## src/rtl/game_state_controller.sv

```systemverilog
// rtl/game_state_controller.sv - two-player game sequencer: menu, countdown, gameplay health tracking, game-over hold
module game_state_controller #(
  parameter int MAX_HEALTH    = 3,
  parameter int SEC_TICKS     = 60,
  parameter int HIT_COOLDOWN  = 30,
  parameter int GAMEOVER_HOLD = 120
) (
  input  logic       clk_game,
  input  logic       reset,
  input  logic       start_btn,
  input  logic       p1_hit,
  input  logic       p2_hit,
  output logic [2:0] current_game_state,
  output logic [2:0] p1_health,
  output logic [2:0] p2_health,
  output logic [1:0] countdown_value,
  output logic       game_over,
  output logic [1:0] winner
);

  localparam int STEP_W = (SEC_TICKS > 1) ? $clog2(SEC_TICKS) : 1;
  localparam int COOL_W = (HIT_COOLDOWN > 0) ? $clog2(HIT_COOLDOWN + 1) : 1;
  localparam int HOLD_W = (GAMEOVER_HOLD > 0) ? $clog2(GAMEOVER_HOLD + 1) : 1;

  localparam logic [2:0]        HEALTH_FULL = 3'(MAX_HEALTH);
  localparam logic [STEP_W-1:0] STEP_LAST   = STEP_W'(SEC_TICKS - 1);
  localparam logic [STEP_W-1:0] STEP_ONE    = STEP_W'(1);
  localparam logic [COOL_W-1:0] COOL_LOAD   = COOL_W'(HIT_COOLDOWN);
  localparam logic [COOL_W-1:0] COOL_ONE    = COOL_W'(1);
  localparam logic [HOLD_W-1:0] HOLD_MAX    = HOLD_W'(GAMEOVER_HOLD);
  localparam logic [HOLD_W-1:0] HOLD_ONE    = HOLD_W'(1);

  typedef enum logic [2:0] {
    MENU      = 3'b000,
    COUNTDOWN = 3'b001,
    GAMEPLAY  = 3'b010,
    GAME_OVER = 3'b011
  } state_t;

  state_t            state, state_next;
  logic [STEP_W-1:0] step, step_next;
  logic [COOL_W-1:0] p1_cool, p1_cool_next, p2_cool, p2_cool_next;
  logic [HOLD_W-1:0] hold, hold_next;
  logic [2:0]        p1_health_next, p2_health_next;
  logic [1:0]        countdown_next, winner_next;
  logic              game_over_next;

  // Hit qualification; only consumed while in GAMEPLAY.
  logic       p1_apply, p2_apply;
  logic [2:0] p1_after, p2_after;
  assign p1_apply = p1_hit && (p1_health != 3'd0) && (p1_cool == '0);
  assign p2_apply = p2_hit && (p2_health != 3'd0) && (p2_cool == '0);
  assign p1_after = p1_apply ? p1_health - 3'd1 : p1_health;
  assign p2_after = p2_apply ? p2_health - 3'd1 : p2_health;

  assign current_game_state = state;

  always_ff @(posedge clk_game or posedge reset) begin
    if (reset) begin
      state           <= MENU;
      step            <= '0;
      p1_cool         <= '0;
      p2_cool         <= '0;
      hold            <= '0;
      p1_health       <= HEALTH_FULL;
      p2_health       <= HEALTH_FULL;
      countdown_value <= 2'd0;
      game_over       <= 1'b0;
      winner          <= 2'b00;
    end else begin
      state           <= state_next;
      step            <= step_next;
      p1_cool         <= p1_cool_next;
      p2_cool         <= p2_cool_next;
      hold            <= hold_next;
      p1_health       <= p1_health_next;
      p2_health       <= p2_health_next;
      countdown_value <= countdown_next;
      game_over       <= game_over_next;
      winner          <= winner_next;
    end
  end

  always_comb begin
    state_next     = state;
    step_next      = step;
    p1_cool_next   = p1_cool;
    p2_cool_next   = p2_cool;
    hold_next      = hold;
    p1_health_next = p1_health;
    p2_health_next = p2_health;
    countdown_next = countdown_value;
    game_over_next = game_over;
    winner_next    = winner;

    case (state)
      MENU: begin
        p1_health_next = HEALTH_FULL;
        p2_health_next = HEALTH_FULL;
        winner_next    = 2'b00;
        game_over_next = 1'b0;
        countdown_next = 2'd0;
        step_next      = '0;
        p1_cool_next   = '0;
        p2_cool_next   = '0;
        hold_next      = '0;
        if (start_btn) begin
          state_next     = COUNTDOWN;
          countdown_next = 2'd3;
        end
      end

      COUNTDOWN: begin
        if (step == STEP_LAST) begin
          step_next = '0;
          if (countdown_value == 2'd1) begin
            state_next     = GAMEPLAY;
            countdown_next = 2'd0;
            p1_cool_next   = '0;
            p2_cool_next   = '0;
          end else begin
            countdown_next = countdown_value - 2'd1;
          end
        end else begin
          step_next = step + STEP_ONE;
        end
      end

      GAMEPLAY: begin
        p1_cool_next   = p1_apply ? COOL_LOAD : ((p1_cool != '0) ? p1_cool - COOL_ONE : '0);
        p2_cool_next   = p2_apply ? COOL_LOAD : ((p2_cool != '0) ? p2_cool - COOL_ONE : '0);
        p1_health_next = p1_after;
        p2_health_next = p2_after;
        if ((p1_after == 3'd0) || (p2_after == 3'd0)) begin
          state_next     = GAME_OVER;
          game_over_next = 1'b1;
          // bit1 flags P1 down (P2 wins), bit0 flags P2 down (P1 wins); both set = draw
          winner_next    = {p1_after == 3'd0, p2_after == 3'd0};
          hold_next      = '0;
        end
      end

      GAME_OVER: begin
        if (hold != HOLD_MAX) begin
          hold_next = hold + HOLD_ONE;
        end else if (start_btn) begin
          state_next     = MENU;
          p1_health_next = HEALTH_FULL;
          p2_health_next = HEALTH_FULL;
          winner_next    = 2'b00;
          game_over_next = 1'b0;
          hold_next      = '0;
        end
      end

      default: begin
        state_next     = MENU;
        p1_health_next = HEALTH_FULL;
        p2_health_next = HEALTH_FULL;
        countdown_next = 2'd0;
        game_over_next = 1'b0;
        winner_next    = 2'b00;
        step_next      = '0;
        p1_cool_next   = '0;
        p2_cool_next   = '0;
        hold_next      = '0;
      end
    endcase
  end

endmodule

```

## config.mk

```make
export PLATFORM = sky130hd
export DESIGN_NAME = game_state_controller
export DESIGN_NICKNAME = d
export VERILOG_FILES = /design/src/rtl/game_state_controller.sv
export SDC_FILE = /design/constraint.sdc
export NUM_CORES = 1
export LEC_CHECK = 0
export CELL_PAD_IN_SITES_DETAIL_PLACEMENT = 0
export CELL_PAD_IN_SITES_GLOBAL_PLACEMENT = 1
export CORE_ASPECT_RATIO = 1.25
export CORE_MARGIN = 5
export CORE_UTILIZATION = 40
export CTS_CLUSTER_SIZE = 24
export DETAILED_ROUTE_END_ITERATION = 16
export GPL_TIMING_DRIVEN = 0
export PLACE_DENSITY_LB_ADDON = 0.1
export SYNTH_ARGS = -nofsm -noshare
export SYNTH_HDL_FRONTEND = slang
export SYNTH_SLANG_ARGS = --single-unit
```

## constraint.sdc

```tcl
create_clock -name clk_game -period 6.2 [get_ports clk_game]
set_clock_uncertainty 0.15 [all_clocks]
set_input_delay 1.24 -clock clk_game [delete_from_list [all_inputs] [get_ports clk_game]]
set_output_delay 1.24 -clock clk_game [all_outputs]
set_load 0.005 [all_outputs]
```

==> summary.txt, run 1 <==
status: completed
Mapped Nets: 280
share of layout cells above drive strength 1: 10.25%
# DRC: 0
top post-synthesis cells by area: dfrtp_1 (33%), ha_1 (8.8%), o21ai_0 (5.0%)
final hold viol count: 0
worst hold start: step[5]
antenna cells: 0
Max Freq: 311.4 MHz
crit path time final: 3211 ps
Layout area overhead: 14.26%
Initial Util: 41.33%
worst flop-to-flop path endpoint: current_game_state[1]
Worst-Margin Slew: 780.8 ps
async set-reset flop share out of synthesis: 100.0%
total core area: 5818 sq um
Setup TNS: 0 ps
register area share after synthesis: 37.67%
io pins: 19
Comb pwr share: 2.2%
CTS H-Tree Depth: 2
Slew headroom: 47.87%
total track usage: 15.36%
die width: 79.35 um
Reg clk slew, reported paths: 70 ps
CTS Buffer Depth: 2
VDD IR max: 95.89 uV
Critical Path Sink Type: register
global placer's final weighted congestion: 0.7894
vias: 2005
Reg area: 905.9 sq um
Min-Delay Path Depth: 1
Seq pwr share: 55.9%
Worst EP arrival: 3220 ps
Syn. warnings: 0
Clock Sinks: 36
CTS buffer count: 5
CTS root buffer: clkbuf_8
Power Density: 152.8 nW/um^2
Layout Cells excl Fill: 349
number of synthesized flops with an enable pin: 0
multi-input logic area: 1349 sq um
Clock Power Share: 41.9%
die area: 7672 sq um
WP data required: 6210 ps
final core utilization: 47.23%
HP Class: register to register
area fraction of the dominant cell type after synthesis: 33.30%
die height: 96.69 um
postcts setup bufs: 0
Startpoint Class: input pin
leakage: 1.167 nW
Tcrit/Tclk final: 51.80%
Worst R2R Setup Slack: 3560 ps
Post-Synthesis Cells: 258
Main synth FF type: dfrtp_1
RSZ-0062 raised after global routing: false
vias per cell: 5.745
Hold Slack: 364.7 ps
Max Slew Vio Count: 0
CTS tree: built
r2r worst-path depth: 6
CTS resizes: 0
worst hold endpoint: step[5]
WL/cell: 15.82 um
Synth Register Bits: 36
final setup vio count: 0
largest net degree at the start of global routing: 37
Antenna Nets Post-Route: 0
buffers added on ports: 17
Commonest cells post-synth: dfrtp_1 (32), inv_1 (24), o21ai_0 (24), nand2_1 (19), ha_1 (17)
vias in the first global route: 1932
first-pass GRT wire length: 9466 um
mapped cell area: 2405 sq um
final layout net count: 304
row count: 31
worst-skew pair later-pin latency: 290 ps
hold-fix buffers at CTS: 0
Sw Pwr: 0.09136 mW
count leader, synth: dfrtp_1
Fillers: 588
Pint: 0.3286 mW
Yosys cell types: 58
CP max FO: 10
GR Overflow Total: 0
WL final: 5520 um
initial antenna violation count: 0
DRT Pass-1 Iters: 4
placed instance count: 341
DPL Wire Length: 4053 um
Syn Area/Cell: 9.321 sq um
WS Path Type: input pin to register
max_cap viols: 0
worst reg2reg startpoint: current_game_state[0]
area leader, netlist: dfrtp_1
DRT iter0 DRCs: 80
sw frac: 21.76%
## worst max-delay path, stage by stage
cell             delay [ps]
clkdlybuf4s50_1         590
nand4b_1                180
o21ai_0                 470
nand2b_1                160
clkbuf_1                270
o21ai_0                 210
o31ai_1                  90
## worst max path at each step
stage	start	to
after detailed placement	start_btn	winner[1]
after global routing	start_btn	winner[1]
after global placement	start_btn	winner[1]
final	start_btn	winner[1]
after CTS	start_btn	winner[1]
after floorplan	p1_hit	hold[4]
## power by group through the flow
stage	logic (mW)	clock network, mW	registers, mW
after floorplan	0.00458	0	0.239
after global placement	0.00979	0	0.239
after detailed placement	0.00997	0	0.239
after CTS	0.00997	0.186	0.235
after global routing	0.0110	0.194	0.235
final	0.00931	0.176	0.235
## sequential cells by signal (all words and copies together), names as in the netlist
signal	flops
p1_health	3
p1_cool	5
p2_cool	5
current_game_state	2
p2_health	3
hold	7
step	6
game_over	1
countdown_value	2
winner	2
## kinds of logic (layout without fill, tap and decap cells)
kind of cell | Yosys count | in the layout | share of synthesized area (%)
compound gates | 88 | 88 | 26.95
xor+xnor | 2 | 2 | 0.7285
fa+ha+maj | 17 | 17 | 8.845
buf+inv | 34 | 59 | 6.243
flops | 36 | 36 | 37.67
mux | 2 | 2 | 0.9365
other cells | 1 | 1 | 0.1559
simple gates | 78 | 78 | 18.47
## layout by cell type (no fill, tap or decap), drive strengths merged, types with 7 or more instances in the layout
master         synthesis  routed
dfrtp                 32      32
o21ai                 24      24
inv                   24      24
nand2                 19      19
ha                    17      17
clkdlybuf4s50          0      17
nor2                  14      14
clkbuf                 5      13
o22ai                 10      10
nand3                  9       9
a21oi                  8       8
a31oi                  7       7
## area by class of cell
type	count	area share (%)
buffer	9	2.049
clock buffer	8	3.279
inverter	25	3.415
multi-input combinational	188	49.09
sequential	36	32.97
tap	66	3.005
timing repair buffer	17	6.193
## stage by stage
stage / cell area, sq um / setup WS [ps] / power, mW
CTS: 2748 / 2973 / 0.4304
floorplan: 2405 / 3416 / 0.2439
detailed placement: 2658 / 2667 / 0.2492
global placement: 2658 / 2654 / 0.2491
global route: 2748 / 2789 / 0.4400
finish: 2748 / 2989 / 0.4200
## per-layer routing
layer  GRT usage [%]  share of wire, %  wire, um
met1           20.06                47      2577
met2           25.62                50      2750
met5               0                 0         0
met3           3.346               2.6       142
met4           3.704              0.92        51
Power figures use the tool's default switching activity.
==> run 2, diff against run 1 <==
- clock period: 6.2 -> 3.1 ns (I/O delays scaled with it)
==> results of run 2 <==
Same layout as run 1 (identical final DEF). Status: completed.
Among the figures that moved: setup slack after placement 2667 ps -> 186.8 ps; clock-pin slew on the worst setup and hold paths 70 ps -> 80 ps; setup slack after layout 2989 ps -> 457.7 ps; start point of the critical path start_btn -> current_game_state[0]; end point of the critical path winner[1] -> current_game_state[1]; register-to-register setup slack 3560 ps -> 460 ps; total power 0.4200 mW -> 0.8399 mW; worst IR drop on VDD 95.89 uV -> 191.8 uV
